### src/rtl/flag_unit_if.sv
// Result/flag bus between the execute/memory boundary and the condition-flag unit.
// The master drives one ALU result per cycle; the slave returns zero/negative and NZCV.
interface flag_if #(
    parameter int WIDTH = 64
);
    logic             in_valid;
    logic [WIDTH-1:0] result;
    logic             carry_in;
    logic             overflow_in;
    logic             set_flags;
    logic             flush;
    logic             out_valid;
    logic             zero;
    logic             negative;
    logic [3:0]       flags;
    logic             flags_wr;

    modport master (
        output in_valid, result, carry_in, overflow_in, set_flags, flush,
        input  out_valid, zero, negative, flags, flags_wr
    );

    modport slave (
        input  in_valid, result, carry_in, overflow_in, set_flags, flush,
        output out_valid, zero, negative, flags, flags_wr
    );
endinterface

### src/rtl/flag_unit.sv
// Pipelined condition-flag unit: per-leaf zero detect, optional leaf register (PIPE),
// registered zero/negative and the architectural NZCV register with flush and reset.
module flag_unit #(
    parameter int WIDTH = 64,
    parameter int GROUP = 16,
    parameter int PIPE  = 1
) (
    input  logic  clk,
    input  logic  reset,
    flag_if.slave bus
);
    localparam int LEAVES = WIDTH / GROUP;

    generate
        if (WIDTH % GROUP != 0) begin : g_bad_width
            $error("flag_unit: WIDTH (%0d) must be a multiple of GROUP (%0d)", WIDTH, GROUP);
        end
    endgenerate

    logic [LEAVES-1:0] leaf_zero;

    // NOTE: every variable written in always_comb gets a default first, so no path can infer a latch.
    always_comb begin
        leaf_zero = '0;
        for (int i = 0; i < LEAVES; i++) begin
            leaf_zero[i] = ~|bus.result[i*GROUP +: GROUP];
        end
    end

    logic [LEAVES-1:0] s1_leaf;
    logic              s1_sign;
    logic              s1_carry;
    logic              s1_ovf;
    logic              s1_set;
    logic              s1_valid;

    generate
        if (PIPE != 0) begin : g_s1
            logic [LEAVES-1:0] s1_leaf_q, s1_leaf_d;
            logic              s1_sign_q, s1_sign_d;
            logic              s1_carry_q, s1_carry_d;
            logic              s1_ovf_q, s1_ovf_d;
            logic              s1_set_q, s1_set_d;
            logic              s1_valid_q, s1_valid_d;

            always_comb begin
                s1_valid_d = bus.in_valid & ~bus.flush;
                s1_leaf_d  = leaf_zero;
                s1_sign_d  = bus.result[WIDTH-1];
                s1_carry_d = bus.carry_in;
                s1_ovf_d   = bus.overflow_in;
                s1_set_d   = bus.set_flags;
            end

            always_ff @(posedge clk) begin
                if (reset) begin
                    s1_valid_q <= 1'b0;
                end else begin
                    s1_valid_q <= s1_valid_d;
                end
            end

            // NOTE: payload flops are not reset; s1_valid_q qualifies every use of them downstream.
            always_ff @(posedge clk) begin
                s1_leaf_q  <= s1_leaf_d;
                s1_sign_q  <= s1_sign_d;
                s1_carry_q <= s1_carry_d;
                s1_ovf_q   <= s1_ovf_d;
                s1_set_q   <= s1_set_d;
            end

            assign s1_leaf  = s1_leaf_q;
            assign s1_sign  = s1_sign_q;
            assign s1_carry = s1_carry_q;
            assign s1_ovf   = s1_ovf_q;
            assign s1_set   = s1_set_q;
            assign s1_valid = s1_valid_q;
        end else begin : g_s1_bypass
            // Same-cycle flush is applied once, at the S2 capture below.
            assign s1_leaf  = leaf_zero;
            assign s1_sign  = bus.result[WIDTH-1];
            assign s1_carry = bus.carry_in;
            assign s1_ovf   = bus.overflow_in;
            assign s1_set   = bus.set_flags;
            assign s1_valid = bus.in_valid;
        end
    endgenerate

    logic       out_valid_q, out_valid_d;
    logic       zero_q, zero_d;
    logic       negative_q, negative_d;
    logic [3:0] flags_q, flags_d;
    logic       flags_wr_q, flags_wr_d;

    always_comb begin
        out_valid_d = s1_valid & ~bus.flush;
        zero_d      = zero_q;
        negative_d  = negative_q;
        flags_d     = flags_q;
        flags_wr_d  = 1'b0;
        if (out_valid_d) begin
            zero_d     = &s1_leaf;
            negative_d = s1_sign;
            if (s1_set) begin
                flags_d    = {s1_sign, &s1_leaf, s1_carry, s1_ovf};
                flags_wr_d = 1'b1;
            end
        end
    end

    // NOTE: sequential state uses non-blocking assignments so all flops sample pre-edge values.
    always_ff @(posedge clk) begin
        if (reset) begin
            out_valid_q <= 1'b0;
            zero_q      <= 1'b0;
            negative_q  <= 1'b0;
            flags_q     <= 4'b0000;
            flags_wr_q  <= 1'b0;
        end else begin
            out_valid_q <= out_valid_d;
            zero_q      <= zero_d;
            negative_q  <= negative_d;
            flags_q     <= flags_d;
            flags_wr_q  <= flags_wr_d;
        end
    end

    assign bus.out_valid = out_valid_q;
    assign bus.zero      = zero_q;
    assign bus.negative  = negative_q;
    assign bus.flags     = flags_q;
    assign bus.flags_wr  = flags_wr_q;
endmodule
### src/flat_wrapper.sv
// flat-port wrapper written by rule: the top's interface ports become plain ports
module flag_unit_flat 
#(
    parameter int WIDTH = 64,
    parameter int GROUP = 16,
    parameter int PIPE  = 1
)
  (clk, reset, bus_in_valid, bus_result, bus_carry_in, bus_overflow_in, bus_set_flags, bus_flush, bus_out_valid, bus_zero, bus_negative, bus_flags, bus_flags_wr);
  flag_if #(.WIDTH(WIDTH)) bus_i ();
  input  logic clk;
  input  logic reset;
  input wire logic [$bits(bus_i.in_valid)-1:0] bus_in_valid;
  input wire logic [$bits(bus_i.result)-1:0] bus_result;
  input wire logic [$bits(bus_i.carry_in)-1:0] bus_carry_in;
  input wire logic [$bits(bus_i.overflow_in)-1:0] bus_overflow_in;
  input wire logic [$bits(bus_i.set_flags)-1:0] bus_set_flags;
  input wire logic [$bits(bus_i.flush)-1:0] bus_flush;
  output wire logic [$bits(bus_i.out_valid)-1:0] bus_out_valid;
  output wire logic [$bits(bus_i.zero)-1:0] bus_zero;
  output wire logic [$bits(bus_i.negative)-1:0] bus_negative;
  output wire logic [$bits(bus_i.flags)-1:0] bus_flags;
  output wire logic [$bits(bus_i.flags_wr)-1:0] bus_flags_wr;
  assign bus_i.in_valid = bus_in_valid;
  assign bus_i.result = bus_result;
  assign bus_i.carry_in = bus_carry_in;
  assign bus_i.overflow_in = bus_overflow_in;
  assign bus_i.set_flags = bus_set_flags;
  assign bus_i.flush = bus_flush;
  assign bus_out_valid = bus_i.out_valid;
  assign bus_zero = bus_i.zero;
  assign bus_negative = bus_i.negative;
  assign bus_flags = bus_i.flags;
  assign bus_flags_wr = bus_i.flags_wr;
  flag_unit #(.WIDTH(WIDTH), .GROUP(GROUP), .PIPE(PIPE)) u_core (.clk(clk), .reset(reset), .bus(bus_i));
endmodule
### config.mk
export PLATFORM = sky130hd
export DESIGN_NAME = flag_unit_flat
export DESIGN_NICKNAME = d
export VERILOG_FILES = /design/src/rtl/flag_unit_if.sv /design/src/rtl/flag_unit.sv /design/src/flat_wrapper.sv
export SDC_FILE = /design/constraint.sdc
export NUM_CORES = 1
export LEC_CHECK = 0
export ABC_AREA = 1
export BUFFER_PORTS_ARGS = -buffer_cell sky130_fd_sc_hd__buf_2
export CAP_MARGIN = 5
export CORE_ASPECT_RATIO = 0.8
export CORE_MARGIN = 2
export CORE_UTILIZATION = 40
export DETAILED_ROUTE_END_ITERATION = 12
export MAX_ROUTING_LAYER = met4
export PLACE_DENSITY = 0.83
export SETUP_SLACK_MARGIN = 0.15
export SYNTH_ARGS = -nofsm -noshare
export SYNTH_HDL_FRONTEND = slang
export SYNTH_SLANG_ARGS = --single-unit
### constraint.sdc
create_clock -name clk -period 1.18 [get_ports clk]
set_input_delay 0.118 -clock clk [delete_from_list [all_inputs] [get_ports clk]]
set_output_delay 0.118 -clock clk [all_outputs]
set_load 0.02 [all_outputs]
==> metrics.md <==
| Metric | Value |
|---|---|
| Status | complete, no violations |
| Synth top area cells | dfxtp_1, inv_1, nand2_1, nor2_1, and2_1 |
| Clock slew at reported path FFs | around 90 ps |
| Final net count | around 320 |
| HP Class | input port to register |
| Worst setup SP type | register |
| End of the critical path | bus_zero |
| First-pass GRT wire length | approximately 3400 um |
| Chip Height | between 40 and 50 um |
| Pre-antenna DRT Iters | 4 |
| Max incr delay on CP | approximately 350 ps |
| Worst skew pair latency | roughly 280 ps |
| Drt drc | 0 |
| Slew of the pin with the lowest slew margin | roughly 180 ps |
| Largest net degree at the start of global routing | 10 |
| Post-DR wirelength/cell | ~7.3 um |
| Via Count | between 1k and 1.5k |
| Max FO, Critical Path | 2 |
| Routed WL | slightly above 2000 um |
| Crit-path slowest cell | dfxtp_1 |
| Global route overflow | 0 |
| Setup-failing EPs final | 0 |
| Area growth syn-to-layout | 52.5% |
| FF-to-FF path depth | 3 |
| Min Tclk post-route | slightly above 900 ps |
| Initial antenna violation count | 0 |
| Worst VDD drop | 0.602 mV |
| Flop pwr share | roughly 54% |
| Core area | about 2200 um^2 |
| Crit-path leading delay family | flip-flops |
| Worst setup path class | register to primary output |
| CTS Hold Bufs | 4 |
| Mapped Area | around 930 um^2 |
| Count of cell types in the netlist | 11 |
| Total track usage | between 10% and 20% |
| Area of the multi-input gates | about 380 um^2 |
| Fin. Hold Viols | 0 |
| # IOs | 79 |
| Via density | between 3 and 4 |
| # rows | 15 |
| Ant diodes | 0 |
| Layout cell share with drive strength beyond 1 | about 34% |
| Synth Flop Type | dfxtp_1 |
| Initial Utilization | between 40 and 50% |
| Area leader, netlist | dfxtp_1 |
| Fillcell total | approximately 230 |
| Worst path required time | ~1100 ps |
| RSZ-0062 raised after global routing | no |
| Slew headroom | between 80% and 90% |
| Syn_nets | around 240 |
| Vias in the first global route | 956 |
| CTS tree | yes |
| Ys async rst share | 0% |
| Post-CTS sizing | 0 |
| Setup Fix Bufs, Post-CTS | 0 |
| Fin crit share | 77.9% |
| Num CTS Buffers | 3 |
| Clock power frac | between 20% and 30% |
| Maxcap violations | 0 |
| CP cell instances | buf_2 |
| Combinational power share | approximately a fifth |
| EDFF count, synth | 0 |
| Cell Int Power | 0.848 mW |
| Final GP Congestion | 0.754 |
| Net Switching | ~0.26 mW |
| Worst reg2reg path startpoint | u_core.g_s1.s1_valid_q |
| WP buf/inv | 1 |
| R2R Setup Slk | 350 ps |
| Synth Warn # | 0 |
| Detail Placement HPWL | around 1700 um |
| Die width | 57.9 um |
| Crit. Startpoint | u_core.bus.zero |
| Commonest cells in the netlist | inv_1, nand2_1, nor2_1 |
| Pwr dens | just under 800 nW/um^2 |
| CTS Sinks | 17 |
| Sequential share of the synthesized area | 36.6% |
| Clock Skew | 0.319 ps |
| FMAX | between 1000 and 1500 MHz |
| Synth Register Bits | 17 |
| PortBufs | between 70 and 80 |
| Syn_area_per_cell | approximately 5.6 um^2 |
| Sw Share | a little under a quarter |
| R2R Path End | u_core.bus.negative |
| Crit path DAT | around 800 ps |
| Die Footprint | 2730 um^2 |
| Clk buf depth | 2 |
| Drt initial violations | 9 |
| FF+latch area | around 340 um^2 |
| Most common cell in the netlist | inv_1 |
| Hold_ws | between 40 and 50 ps |
| Leak Pwr | around 0.94 nW |
| Clk root buf | clkbuf_4 |
| Worst path depth | 1 |
| Setup crit end kind | primary output |
| Share of the synthesized area in the top cell type | between 30% and 40% |
| Max-slew violations | 0 |
| Mapped Cells | between 150 and 200 |
| Antenna-violating nets left | 0 |
| H-tree levels | 1 |
| Final setup TNS | 0 ps |
power groups by stage:
| stage | clock [mW] | sequential [mW] | combinational, mW |
|---|---|---|---|
| floorplan | 0 | 0.617 | 0.0783 |
| global placement | 0 | 0.610 | 0.208 |
| detailed placement | 0 | 0.610 | 0.213 |
| CTS | 0.304 | 0.597 | 0.224 |
| global route | 0.332 | 0.599 | 0.258 |
| finish | 0.292 | 0.597 | 0.222 |
through the flow:
step,power [mW],area (um^2),setup WS [ps],instances,utilization [%]
2_1_floorplan,0.695,930,411,165,-
3_5_place_dp,0.823,1350,358,268,62.1
4_1_cts,1.13,1420,261,276,65.1
6_report,1.11,1420,261,276,65.1
3_3_place_gp,0.818,1350,381,268,62.1
5_1_grt,1.19,1420,211,276,65.1
cell usage in the layout, fill, tap and decap left out:
master / count
clkbuf_1: 1
buf_2: 78
inv_2: 1
clkbuf_4: 3
dfxtp_1: 17
o21ai_0: 1
inv_1: 55
and2_1: 4
o21ai_1: 1
nor2_1: 38
nand3_4: 1
nand2_1: 44
nor2_2: 2
nand4_1: 1
dlygate4sd3_1: 4
layout make-up:
cell class / count / share of cell area (%)
timing repair buffer: 82 / 30.4
multi-input combinational: 92 / 26.7
sequential: 17 / 24.0
inverter: 56 / 14.8
tap: 25 / 2.21
clock buffer: 4 / 1.85
worst min path at each step:
| stage | from | end | slack (ps) | depth (start not counted) |
|---|---|---|---|---|
| after floorplan | bus_carry_in | u_core.g_s1.s1_carry_q | 150 | 0 |
| after global placement | bus_overflow_in | u_core.g_s1.s1_ovf_q | 220 | 1 |
| after detailed placement | bus_overflow_in | u_core.g_s1.s1_ovf_q | 220 | 1 |
| after CTS | reset | u_core.bus.flags[3] | 40 | 2 |
| after global routing | reset | u_core.bus.flags[3] | 40 | 2 |
| final | reset | u_core.bus.flags[3] | 40 | 2 |
flip-flops by register name, indices dropped and copies added (netlist names):
register	cells
u_core.bus.zero	1
u_core.g_s1.s1_valid_q	1
u_core.g_s1.s1_leaf_q	4
u_core.bus.out_valid	1
u_core.bus.flags	4
u_core.bus.negative	1
u_core.g_s1.s1_ovf_q	1
u_core.g_s1.s1_set_q	1
u_core.g_s1.s1_sign_q	1
u_core.bus.flags_wr	1
u_core.g_s1.s1_carry_q	1
metal layers:
layer	up-vias	part of all wire [%]	global-route usage (%)
li1	619	-	-
met1	411	42	18.5
met2	46	48	31.4
met3	2	9.7	4.41
met4	0	0.50	4.19
met5	-	0	-
cell families after synthesis:
logic type	share of synthesized area (%)
and+or+nand+nor	39.7
buffers and inverters	22.6
DFF	36.6
AOI/OAI and AO/OA	1.08
Power figures use the tool's default switching activity.
